===== src/rtl/vedic_div64x32_seq_if.sv =====
// Operand/result bundle for the sequential divider: two independent valid/ready channels.
// The master drives operands and result acceptance; the slave (divider) drives the rest.
interface vedic_div64x32_seq_if #(
  parameter int DW = 64,
  parameter int VW = 32
);
  logic          in_valid;
  logic          in_ready;
  logic [DW-1:0] dividend;
  logic [VW-1:0] divisor;
  logic          out_valid;
  logic          out_ready;
  logic [DW-1:0] quotient;
  logic [VW-1:0] remainder;
  logic          dz;

  modport master (
    output in_valid, dividend, divisor, out_ready,
    input  in_ready, out_valid, quotient, remainder, dz
  );

  modport slave (
    input  in_valid, dividend, divisor, out_ready,
    output in_ready, out_valid, quotient, remainder, dz
  );
endinterface


===== src/rtl/vedic_div64x32_seq.sv =====
// Radix-2 restoring unsigned DW/VW divider, one quotient bit per clock; DW+1 edges latency, 1 for divide-by-zero.
// One op in flight: in_ready only in IDLE, result held in DONE until out_ready; no input queueing.
module vedic_div64x32_seq #(
  parameter int DW = 64,
  parameter int VW = 32
) (
  input logic                  clk,
  input logic                  rst_n,
  vedic_div64x32_seq_if.slave  bus
);
  localparam int CW = $clog2(DW);

  typedef enum logic [1:0] {IDLE, CALC, DONE} state_t;

  state_t        state;
  state_t        state_nx;

  logic [DW-1:0] q_sh;
  logic [VW:0]   r;
  logic [VW-1:0] d;
  logic [CW-1:0] cnt;

  logic [VW:0]   t;
  logic [VW:0]   r_nx;
  logic          bit_nx;
  logic [DW-1:0] q_nx;
  logic          last_step;

  assign last_step = (cnt == CW'(DW - 1));

  always_ff @(posedge clk) begin
    if (!rst_n) state <= IDLE;
    else        state <= state_nx;
  end

  always_comb begin
    state_nx      = state;
    bus.in_ready  = 1'b0;
    bus.out_valid = 1'b0;
    unique case (state)
      IDLE: begin
        bus.in_ready = 1'b1;
        if (bus.in_valid) state_nx = (bus.divisor == '0) ? DONE : CALC;
      end
      CALC: begin
        if (last_step) state_nx = DONE;
      end
      DONE: begin
        bus.out_valid = 1'b1;
        if (bus.out_ready) state_nx = IDLE;
      end
      default: state_nx = IDLE;
    endcase
  end

  // Partial remainder stays below d, so the shifted-in value fits in VW+1 bits.
  always_comb begin
    t      = {r[VW-1:0], q_sh[DW-1]};
    bit_nx = (t >= {1'b0, d});
    r_nx   = bit_nx ? (t - {1'b0, d}) : t;
    q_nx   = {q_sh[DW-2:0], bit_nx};
  end

  always_ff @(posedge clk) begin
    if (!rst_n) begin
      q_sh          <= '0;
      r             <= '0;
      d             <= '0;
      cnt           <= '0;
      bus.quotient  <= '0;
      bus.remainder <= '0;
      bus.dz        <= 1'b0;
    end else begin
      unique case (state)
        IDLE: begin
          if (bus.in_valid) begin
            if (bus.divisor == '0) begin
              bus.quotient  <= '1;
              bus.remainder <= bus.dividend[VW-1:0];
              bus.dz        <= 1'b1;
            end else begin
              q_sh <= bus.dividend;
              r    <= '0;
              d    <= bus.divisor;
              cnt  <= '0;
            end
          end
        end
        CALC: begin
          q_sh <= q_nx;
          r    <= r_nx;
          cnt  <= cnt + 1'b1;
          if (last_step) begin
            bus.quotient  <= q_nx;
            bus.remainder <= r_nx[VW-1:0];
            bus.dz        <= 1'b0;
          end
        end
        default: ;
      endcase
    end
  end
endmodule


===== src/flat_wrapper.sv =====
// flat-port wrapper written by rule: the top's interface ports become plain ports
module vedic_div64x32_seq_flat 
#(
  parameter int DW = 64,
  parameter int VW = 32
)
  (clk, rst_n, bus_in_valid, bus_dividend, bus_divisor, bus_out_ready, bus_in_ready, bus_out_valid, bus_quotient, bus_remainder, bus_dz);
  vedic_div64x32_seq_if #(.DW(DW), .VW(VW)) bus_i ();
  input logic clk;
  input logic rst_n;
  input wire logic [$bits(bus_i.in_valid)-1:0] bus_in_valid;
  input wire logic [$bits(bus_i.dividend)-1:0] bus_dividend;
  input wire logic [$bits(bus_i.divisor)-1:0] bus_divisor;
  input wire logic [$bits(bus_i.out_ready)-1:0] bus_out_ready;
  output wire logic [$bits(bus_i.in_ready)-1:0] bus_in_ready;
  output wire logic [$bits(bus_i.out_valid)-1:0] bus_out_valid;
  output wire logic [$bits(bus_i.quotient)-1:0] bus_quotient;
  output wire logic [$bits(bus_i.remainder)-1:0] bus_remainder;
  output wire logic [$bits(bus_i.dz)-1:0] bus_dz;
  assign bus_i.in_valid = bus_in_valid;
  assign bus_i.dividend = bus_dividend;
  assign bus_i.divisor = bus_divisor;
  assign bus_i.out_ready = bus_out_ready;
  assign bus_in_ready = bus_i.in_ready;
  assign bus_out_valid = bus_i.out_valid;
  assign bus_quotient = bus_i.quotient;
  assign bus_remainder = bus_i.remainder;
  assign bus_dz = bus_i.dz;
  vedic_div64x32_seq #(.DW(DW), .VW(VW)) u_core (.clk(clk), .rst_n(rst_n), .bus(bus_i));
endmodule

===== config.mk =====
export PLATFORM = sky130hd
export DESIGN_NAME = vedic_div64x32_seq_flat
export DESIGN_NICKNAME = d
export VERILOG_FILES = /design/src/rtl/vedic_div64x32_seq_if.sv /design/src/rtl/vedic_div64x32_seq.sv /design/src/flat_wrapper.sv
export SDC_FILE = /design/constraint.sdc
export NUM_CORES = 1
export LEC_CHECK = 0
export ABC_CLOCK_PERIOD_IN_PS = 3160
export CORE_UTILIZATION = 53
export DETAILED_ROUTE_END_ITERATION = 7
export GPL_TIMING_DRIVEN = 1
export PLACE_DENSITY = 0.88
export SLEW_MARGIN = 20
export SYNTH_ARGS = -nofsm -noshare
export SYNTH_HDL_FRONTEND = slang
export SYNTH_SLANG_ARGS = --single-unit

===== constraint.sdc =====
create_clock -name clk -period 3.16 [get_ports clk]
set_input_delay 0.474 -clock clk [delete_from_list [all_inputs] [get_ports clk]]
set_output_delay 0.474 -clock clk [all_outputs]
set_load 0.02 [all_outputs]

==> results of run 1 <==
## per-stage QoR
stage	setup TNS (ns)	std cells	area, sq um	hold WS (ns)
detailed placement	-7.26	1846	13900	0.448
finish	0	1899	15000	0.438
floorplan	0	1401	11300	0.431
CTS	0	1891	14800	0.413
global placement	-7.06	1846	13900	0.443
global route	-0.412	1899	15000	0.457
## sequential cells by signal, summed over array words and instances, names as in the netlist
signal and cells:
u_core.r 32, u_core.bus.remainder 32, u_core.d 32, u_core.bus.dz 1
u_core.bus.quotient 64, u_core.cnt 6, u_core.q_sh 64, u_core.state 2
## worst register-to-register path: stages (launching register included)
cell and delay [ns]:
sky130_fd_sc_hd__dfxtp_2 0.32, sky130_fd_sc_hd__inv_2 0.06, sky130_fd_sc_hd__ha_4 0.13, sky130_fd_sc_hd__inv_2 0.04, sky130_fd_sc_hd__fa_2 0.38, sky130_fd_sc_hd__a21o_1 0.23
sky130_fd_sc_hd__a221oi_4 0.36, sky130_fd_sc_hd__o2111ai_4 0.22, sky130_fd_sc_hd__a31oi_4 0.25, sky130_fd_sc_hd__buf_4 0.14, sky130_fd_sc_hd__o211a_1 0.19, sky130_fd_sc_hd__or3_1 0.12
sky130_fd_sc_hd__a32oi_1 0.10, sky130_fd_sc_hd__xor2_1 0.19, sky130_fd_sc_hd__o31a_1 0.26
## logic make-up after synthesis
family          count (synthesis)  synth area share, %
simple gates                  542                 20.8
mux                            16                 1.43
fa+ha+maj                      34                 3.84
xor+xnor                       31                 2.41
compound gates                389                 24.5
buf+inv                       156                 5.65
flops                         233                 41.3
## power by group through the flow
stage                     Combinational (uW)  Clock [uW]  Sequential (uW)
after floorplan                         4090           0             3930
after global placement                  6480           0             3810
after detailed placement                6610           0             3830
after CTS                               6660        3130             3770
after global routing                    7690        3250             3830
final                                   7230        3110             3790
## final timing paths
path | end | startpoint | slack, ns
setup / recovery | u_core.bus.remainder[30] | u_core.q_sh[63] | 0.07
hold / removal | u_core.bus.remainder[18] | rst_n | 0.44
setup reg to reg | u_core.bus.remainder[30] | u_core.q_sh[63] | 0.07
hold reg to reg | u_core.d[14] | u_core.d[14] | 0.46
## routing by layer
| metal | wire length [um] | GRT usage, % |
|---|---|---|
| met1 | 14200 | 40.4 |
| met2 | 16600 | 51.7 |
| met3 | 2980 | 3.83 |
| met4 | 1930 | 15.8 |
| met5 | 0 | 0 |
## cell usage in the layout (no fill, tap or decap), types with 21 or more instances in the layout
master / instances
sky130_fd_sc_hd__nor2_1: 120
sky130_fd_sc_hd__nor3_1: 80
sky130_fd_sc_hd__inv_1: 41
sky130_fd_sc_hd__a31oi_1: 35
sky130_fd_sc_hd__dfxtp_1: 231
sky130_fd_sc_hd__o21ai_0: 67
sky130_fd_sc_hd__nand3_1: 26
sky130_fd_sc_hd__o221a_2: 32
sky130_fd_sc_hd__a21oi_1: 87
sky130_fd_sc_hd__a311oi_1: 34
sky130_fd_sc_hd__nand2_1: 250
sky130_fd_sc_hd__a21o_1: 21
sky130_fd_sc_hd__ha_1: 29
sky130_fd_sc_hd__clkdlybuf4s50_1: 197
sky130_fd_sc_hd__buf_4: 83
sky130_fd_sc_hd__clkbuf_16: 25
## repair_timing
action	in CTS	in global routing
endpoints found under the setup margin	0	27
buffers inserted	0	7
resized for setup	0	29
## area by class of cell
type	instances	area, sq um	share of cell area [%]
diodes	1	2.50	0.0167
clock buffers	36	737	4.93
clock inverters	9	145	0.971
inverters	44	168	1.12
multi-input cells	1012	6140	41.1
flip-flops and latches	233	4670	31.2
well taps	275	344	2.30
repair buffers	289	2750	18.4
==> impl_metrics.tcl, run 1 <==
set metrics [dict create \
    detail-route-antenna-nets 0 \
    fmax_mhz 323 \
    outcome "complete, but fails checks" \
    synth-edff-count 0 \
    timing.critical_path.mode_cell "sky130_fd_sc_hd__inv_2" \
    final_core_utilization_pct 71.4 \
    cts.root.buffer_cell "sky130_fd_sc_hd__clkbuf_16" \
    timing.final.ws_setup_ns 0.0660 \
    detail_route.first_pass.iterations 8 \
    fraction_of_layout_instances_using_a_drive_strength_above_1_pct 13.2 \
    grt_pass1_wl_um 55100 \
    design.core.area_sq_mm 0.0210 \
    power_leakage_uw 0.00579 \
    period_needed_ns 3.09 \
    worst_path_largest_cell_delay_ns 0.38 \
    fin_skew_ns 0.00838 \
    area_growth_pct 32.5 \
    power_frac_comb_pct 51.1 \
    cts_sinks 233 \
    end_kind "flop" \
    timing_worst_slew_pin_value_ns 0.808 \
    p_sw_share_pct 39.5 \
    p_total_uw 14100 \
    cts-buffers-inserted 25 \
    count_of_nets_after_finishing 1739 \
    ctsLongestPathBuffers 3 \
    initial_core_util_pct 53.9 \
    cts.clk_slew.worst_paths_ns 0.07 \
    worst_path_max_delay_cell "sky130_fd_sc_hd__fa_2" \
    number_of_antenna_violations_at_the_first_check_in_global_routing 2 \
    yosysWarningCount 0 \
    worstSetupPathType "flop to flop" \
    via_count_of_the_first_global_routing_pass 10700 \
    cts_tree "done" \
    syn_area_per_cell_sq_um 8.06 \
    synthArstFlopShare_pct 0 \
    cp_num_buf_inv 3 \
    cp_num_cells 14 \
    pwr-share-seq_pct 26.8 \
    routed_wire_length_per_instance_um 18.8 \
    reg2regPathDepth 14 \
    fillCellCount 1579 \
    synth_area_sq_mm 0.0113 \
    maximum_number_of_pins_on_one_net_before_global_route_repair 205 \
    critical_path_data_arrival_time_ns 3.52 \
    port_buffers 198 \
    timing_max_transition_violations_final 0 \
    synth_flop_cell "sky130_fd_sc_hd__dfxtp_1" \
    cp_max_fanout 3 \
    place_ws_ns -0.179 \
    hold_buffers 0 \
    required_ns 3.58 \
    drtIter0Drc 1286 \
    rsz_0062_raised_after_global_routing "yes" \
    grt_ovf 0 \
    fraction_of_synthesized_cell_area_taken_by_the_top_area_cell_type_pct 41.3 \
    timing.critical_path.from_type "flop" \
    number_of_top_level_pins 199 \
    avgViaCountPerCell 6.08 \
    design.die.area_sq_mm 0.0219 \
    synth_sequential_area_ratio_pct 41.3 \
    floorplan.die.width_um 148 \
    grt_util_all_layers_pct 31.3 \
    synth_area_leaders "sky130_fd_sc_hd__dfxtp_1, sky130_fd_sc_hd__nand2_1, sky130_fd_sc_hd__nor2_1" \
    hold_path_depth 2 \
    gpl.final_weighted_congestion 0.941 \
    synth_seq_cells 233 \
    cpLargestDelayFamily "compound AO/OA/AOI/OAI gates" \
    die-height_um 148 \
    internal_power_uw 8550 \
    synth_cell_type_count 76 \
    htreeDepth 1 \
    critical_path_cell_by_cell "inv_2, ha_4, inv_2, fa_2, a21o_1, a221oi_4, o2111ai_4, a31oi_4, buf_4, o211a_1, or3_1, a32oi_1, xor2_1, o31a_1" \
    drv.max_cap_violation_count 0 \
    clock_power_share_pct 22.0 \
    ir_worst_vdd_mv 0.520 \
    period_share_pct 97.9 \
    clock_latency_ns 0.54 \
    synth_top_area_cell "sky130_fd_sc_hd__dfxtp_1" \
    placementRows 53 \
    place_hpwl_um 24900 \
    violations "DRC" \
    final_number_of_setup_violating_endpoints 0 \
    synthTopCellsByCount "sky130_fd_sc_hd__nand2_1, sky130_fd_sc_hd__dfxtp_1, sky130_fd_sc_hd__nor2_1, sky130_fd_sc_hd__clkbuf_1, sky130_fd_sc_hd__a21oi_1" \
    worstHoldPathType "input port to flop" \
    switching_power_uw 5590 \
    route.detailed.drc 2 \
    report.final.hold_viol_count 0 \
    slew-limit-headroom_pct 46.2 \
    totalWireLength_um 35700 \
    synth.net_count 1535 \
    p_per_area_mw_per_mm2 945 \
    post-synth-top-count-cell "sky130_fd_sc_hd__nand2_1" \
    num_vias 11500 \
    synth_cells 1401 \
]
Note: power is estimated with default switching activity, not from simulation.
==> run 2, diff against run 1 <==
CTS_CLUSTER_DIAMETER = 50   (was default)
==> impl_metrics.tcl, run 2 (synthesis gave the netlist of run 1 again) <==
set metrics [dict create \
    fillCellCount 1555 \
    fin_skew_ns 0.0149 \
    hold_path_depth 2 \
    number_of_top_level_pins 199 \
    totalWireLength_um 36300 \
    via_count_of_the_first_global_routing_pass 10700 \
    route.detailed.drc 2 \
    worstSetupPathType "flop to flop" \
    cts-buffers-inserted 27 \
    violations "DRC" \
    worst_path_max_delay_cell "sky130_fd_sc_hd__or3b_2" \
    avgViaCountPerCell 6.12 \
    regToRegSetupSlack_ns 0.1 \
    cts.root.buffer_cell "sky130_fd_sc_hd__clkbuf_16" \
    final_cell_mix "sky130_fd_sc_hd__nand2_1, sky130_fd_sc_hd__dfxtp_1, sky130_fd_sc_hd__clkdlybuf4s50_1, sky130_fd_sc_hd__nor2_1, sky130_fd_sc_hd__a21oi_1" \
    rsz_0062_raised_after_global_routing "yes" \
    floorplan.die.width_um 148 \
    grt_ovf 0 \
    p_per_area_mw_per_mm2 965 \
    maximum_number_of_pins_on_one_net_before_global_route_repair 205 \
    clock_latency_ns 0.56 \
    top_layer "met4" \
    timing_max_transition_violations_final 0 \
    period_needed_ns 3.06 \
    dp_cells 1846 \
    ctsLongestPathBuffers 3 \
    layout_commonest_cell "sky130_fd_sc_hd__nand2_1" \
    htreeDepth 1 \
    drv.max_cap_violation_count 0 \
    reg2reg_from "u_core.r[19]" \
    registers_with_the_highest_flip_flop_counts "u_core.bus.quotient: 64 flops, u_core.q_sh: 64 flops" \
    capture_point_of_the_worst_reg_to_reg_path "u_core.bus.remainder[29]" \
    min_to "u_core.bus.remainder[18]" \
    num_vias 11600 \
    port_buffers 198 \
    cp_max_fanout 10 \
    worstHoldStart "rst_n" \
    m1WireLength_um 14400 \
    power_leakage_uw 0.00585 \
    timing.critical_path.from_type "flop" \
    final_number_of_setup_violating_endpoints 0 \
    die-height_um 148 \
    place_hpwl_um 24900 \
    wl_met2_um 17000 \
    design.die.area_sq_mm 0.0219 \
    grt_pass1_wl_um 55700 \
    number_of_antenna_violations_at_the_first_check_in_global_routing 1 \
    end_kind "flop" \
    initial_core_util_pct 53.9 \
    drtIter0Drc 1040 \
    fmax_mhz 327 \
    gpl.final_weighted_congestion 0.941 \
    placementRows 53 \
    detail-route-antenna-nets 0 \
    post_layout_nonfiller_instances 1901 \
    worst_path_largest_cell_delay_ns 0.53 \
    worstHoldPathType "input port to flop" \
    design.core.area_sq_mm 0.0210 \
    cts_tree "done" \
    required_ns 3.65 \
    critical_path_cell_by_cell "ha_1, nand4_1, or2_1, nor3_2, o211ai_1, nand4_2, buf_4, nand2_1, buf_4, or3b_2, a21oi_2, o21a_1" \
    critical_path_data_arrival_time_ns 3.55 \
    detail_route.first_pass.iterations 8 \
    count_of_nets_after_finishing 1742 \
    cts.clk_slew.worst_paths_ns 0.06 \
    ir_worst_vdd_mv 0.561 \
    grt_util_all_layers_pct 31.8 \
    fraction_of_layout_instances_using_a_drive_strength_above_1_pct 14.0 \
    timing.critical_path.mode_cell "sky130_fd_sc_hd__buf_4" \
    timing_worst_slew_pin_value_ns 0.896 \
    cts_sinks 233 \
    period_share_pct 96.9 \
    placed_cell_areas_sq_mm 0.0139 \
    met3_wirelength_um 3040 \
    routed_wire_length_per_instance_um 19.1 \
    slew-limit-headroom_pct 40.3 \
    outcome "complete, but fails checks" \
    reg2regPathDepth 12 \
    report.final.hold_viol_count 0 \
    stdcell_area_sq_mm 0.0151 \
    area_growth_pct 34.1 \
]
-- run 2: cell count changes in the layout (fill, tap and decap cells not counted), moves of 2 or more --
cell,before,now
sky130_fd_sc_hd__clkbuf_16,25,27
sky130_fd_sc_hd__ha_1,29,24
sky130_fd_sc_hd__clkbuf_1,4,1
sky130_fd_sc_hd__ha_4,2,5
sky130_fd_sc_hd__ha_2,2,4
sky130_fd_sc_hd__bufinv_16,3,6
-- run 2: repair_timing --
action | in CTS | in global routing
resized for setup | 0 | 37
hold buffers | 0 | 0
setup buffers | 0 | 8
setup endpoints to repair | 0 | 23
-- run 2: worst max path at each step --
stage | from | end | slack (ns) | cells after the start
2_1_floorplan | u_core.q_sh[63] | u_core.bus.remainder[24] | 0.29 | 13
3_3_place_gp | bus_divisor[31] | u_core.bus.quotient[61] | -0.17 | 9
3_5_place_dp | bus_divisor[31] | u_core.bus.quotient[33] | -0.18 | 9
4_1_cts | u_core.d[24] | u_core.bus.remainder[9] | 0.02 | 12
5_1_grt | u_core.q_sh[63] | u_core.bus.remainder[24] | -0.07 | 13
6_report | u_core.r[19] | u_core.bus.remainder[29] | 0.1 | 12
-- run 2: metrics by stage --
step / setup slack [ns] / hold slack, ns / power [uW] / util, % / TNS (ns)
detailed placement: -0.179 / 0.448 / 10400 / 66.3 / -7.26
CTS: 0.0198 / 0.420 / 14000 / 71.1 / 0
floorplan: 0.292 / 0.431 / 8020 / - / 0
global placement: -0.167 / 0.443 / 10300 / 66.3 / -7.06
finish: 0.0980 / 0.436 / 14600 / 72.2 / 0
global route: -0.0730 / 0.452 / 15200 / 72.2 / -0.141
-- run 2: layer usage --
layer	track usage, %	vias up
met5	0	-
met4	16.4	0
met3	4.78	141
met2	51.9	617
met1	40.8	5457
li1	-	5412
-- run 2: critical path, delay by kind of cell, from the launching register on --
kind,cells,cell delay [ns]
simple gates,6,1.40
compound gates,3,0.47
fa+ha+maj,1,0.39
flops,1,0.37
buf+inv,2,0.34
-- run 2: layout make-up --
cell class	instances	area (sq um)	share of cell area, %
multi-input combinational	1012	6190	40.9
antenna	1	2.50	0.0165
timing repair buffer	290	2760	18.2
inverter	44	168	1.11
tap	275	344	2.27
clock buffer	35	776	5.13
sequential	233	4670	30.8
clock inverter	11	228	1.50
-- run 2: power breakdown --
group | total [uW] | leakage (uW) | internal [uW] | switching (uW)
clock network | 3490 | 0.000495 | 2220 | 1270
registers | 3800 | 0.00191 | 3410 | 390
logic | 7320 | 0.00345 | 3310 | 4010
total | 14600 | 0.00585 | 8930 | 5670
==> run 3, diff against run 2 <==
CORE_MARGIN = 2   (was default)
REMOVE_ABC_BUFFERS = 1   (was default)
==> impl_metrics.tcl, run 3 (synthesis gave the netlist of run 1 again) <==
set metrics [dict create \
    power_frac_comb_pct 49.1 \
    power_leakage_uw 0.00572 \
    number_of_antenna_violations_at_the_first_check_in_global_routing 0 \
    cp_max_fanout 12 \
    routed_wire_length_per_instance_um 18.8 \
    pwr-share-seq_pct 27.8 \
    timing.critical_path.from_type "flop" \
    report.final.hold_viol_count 0 \
    grt_pass1_wl_um 55600 \
    area_growth_pct 31.3 \
    period_needed_ns 3.02 \
    port_buffers 198 \
    die-height_um 150 \
    htreeDepth 1 \
    gpl.final_weighted_congestion 0.924 \
    p_sw_share_pct 40.0 \
    place_hpwl_um 24400 \
    worstHoldStart "u_core.d[21]" \
    setup.worst_path.start "u_core.d[8]" \
    hold_buffers 0 \
    placementRows 53 \
    final_cell_mix "sky130_fd_sc_hd__nand2_1, sky130_fd_sc_hd__dfxtp_1, sky130_fd_sc_hd__clkdlybuf4s50_1, sky130_fd_sc_hd__nor2_1, sky130_fd_sc_hd__a21oi_1" \
    wl_met2_um 16800 \
    met3_wirelength_um 3060 \
    fin_skew_ns 0.00980 \
    drtIter0Drc 928 \
    dp_cells 1832 \
    num_vias 11400 \
    cts_sinks 233 \
    fraction_of_layout_instances_using_a_drive_strength_above_1_pct 12.2 \
    timing_worst_slew_pin_value_ns 0.858 \
    cts.root.buffer_cell "sky130_fd_sc_hd__clkbuf_16" \
    top_layer "met4" \
    cts_tree "done" \
    design.die.area_sq_mm 0.0225 \
    timing_max_transition_violations_final 0 \
    final_number_of_setup_violating_endpoints 0 \
    hold_path_depth 2 \
    worst_path_largest_cell_delay_ns 0.35 \
    clock_latency_ns 0.55 \
    reg2regPathDepth 13 \
    count_of_nets_after_finishing 1723 \
    detail-route-antenna-nets 0 \
    placed_cell_areas_sq_mm 0.0138 \
    reg2reg_from "u_core.d[8]" \
    detail_route.first_pass.iterations 6 \
    antenna-diode-count 0 \
    m1WireLength_um 14400 \
    critical_path_cell_by_cell "inv_1, ha_1, a21oi_1, o21ai_0, buf_4, nor3b_1, o211ai_1, nand4_2, and2_4, buf_4, a21o_1, o211ai_2, o211a_1" \
    grt_util_all_layers_pct 30.4 \
    ctsLongestPathBuffers 3 \
    worstHoldPathType "flop to flop" \
    clock_power_share_pct 23.1 \
    timing.critical_path.mode_cell "sky130_fd_sc_hd__buf_4" \
    totalWireLength_um 35400 \
    avgViaCountPerCell 6.06 \
    worst_path_max_delay_cell "sky130_fd_sc_hd__ha_1" \
    route.detailed.drc 0 \
    stdcell_area_sq_mm 0.0148 \
    period_share_pct 95.5 \
    grt_ovf 0 \
    design.core.area_sq_mm 0.0210 \
    p_per_area_mw_per_mm2 918 \
    end_kind "flop" \
    drv.max_cap_violation_count 0 \
    number_of_top_level_pins 199 \
    layout_commonest_cell "sky130_fd_sc_hd__nand2_1" \
    registers_with_the_highest_flip_flop_counts "u_core.bus.quotient: 64 flops, u_core.q_sh: 64 flops" \
    switching_power_uw 5440 \
    cts-buffers-inserted 28 \
    internal_power_uw 8170 \
    post_layout_nonfiller_instances 1886 \
    ir_worst_vdd_mv 0.600 \
    maximum_number_of_pins_on_one_net_before_global_route_repair 205 \
    worstSetupPathType "flop to flop" \
    critical_path_data_arrival_time_ns 3.51 \
    slew-limit-headroom_pct 42.6 \
    rsz_0062_raised_after_global_routing "yes" \
    floorplan.die.width_um 150 \
    initial_core_util_pct 53.9 \
    cts.clk_slew.worst_paths_ns 0.06 \
    fmax_mhz 331 \
    required_ns 3.66 \
    via_count_of_the_first_global_routing_pass 10900 \
    outcome "completed" \
]
## run 3: cell types whose count changed in the layout (fill, tap and decap cells not counted), moves of 3 or more
cell,previous run,this run
sky130_fd_sc_hd__buf_4,84,65
sky130_fd_sc_hd__ha_1,24,31
sky130_fd_sc_hd__bufinv_16,6,1
sky130_fd_sc_hd__clkbuf_1,1,6
sky130_fd_sc_hd__clkinv_2,2,6
sky130_fd_sc_hd__ha_4,5,1
sky130_fd_sc_hd__ha_2,4,1
## run 3: power groups by stage
stage	sequential [uW]	combinational (uW)	clock (uW)
5_1_grt	3830	7190	3280
4_1_cts	3770	6300	3160
2_1_floorplan	3930	3810	0
3_3_place_gp	3800	6160	0
3_5_place_dp	3820	6240	0
6_report	3790	6680	3140
## run 3: through the flow
step                      hold WS (ns)  setup WS, ns  setup TNS, ns  power (uW)  utilization, %
final                            0.453         0.143              0       13600            70.7
after detailed placement         0.446        -0.199          -4.62       10100            65.8
after CTS                        0.454        0.0505              0       13200            70.2
after global routing             0.471       -0.0377         -0.104       14300            70.7
after global placement           0.440       -0.0866         -0.351        9970            65.8
after floorplan                  0.431         -7.06        -704.90        7750               -
## run 3: worst max-delay path, delay by kind of cell, from the launching register on
| kind | cells | cell delay [ns] |
|---|---|---|
| adders and majority gates | 1 | 0.35 |
| buffers and inverters | 3 | 0.41 |
| AOI/OAI and AO/OA | 6 | 1.18 |
| and+or+nand+nor | 3 | 0.69 |
| DFF | 1 | 0.32 |
## run 3: final cells by class
class	instances	area, sq um
Fill cell	1647	6130
Multi-Input combinational cell	1013	6120
Sequential cell	233	4670
Timing Repair Buffer	269	2600
Clock buffer	39	792
Tap cell	275	344
Inverter	44	168
Clock inverter	13	131
## run 3: path summary, 6_finish.rpt
kind / slack (ns) / endpoint
setup / recovery: 0.14 / u_core.bus.remainder[18]
hold / removal: 0.45 / u_core.d[21]
setup reg to reg: 0.14 / u_core.bus.remainder[18]
hold reg to reg: 0.45 / u_core.d[21]
## run 3: timing repair
item	CTS	global route
endpoints found under the hold margin	0	0
setup endpoints to repair	0	32
gates resized for setup	0	22
buffers inserted	0	1
## run 3: layer usage
metal  global-route usage (%)  vias to the layer above
met1                     39.3                     5373
met3                     4.73                       89
li1                         -                     5381
met4                     10.3                        0
met2                     51.8                      579
met5                        0                        -
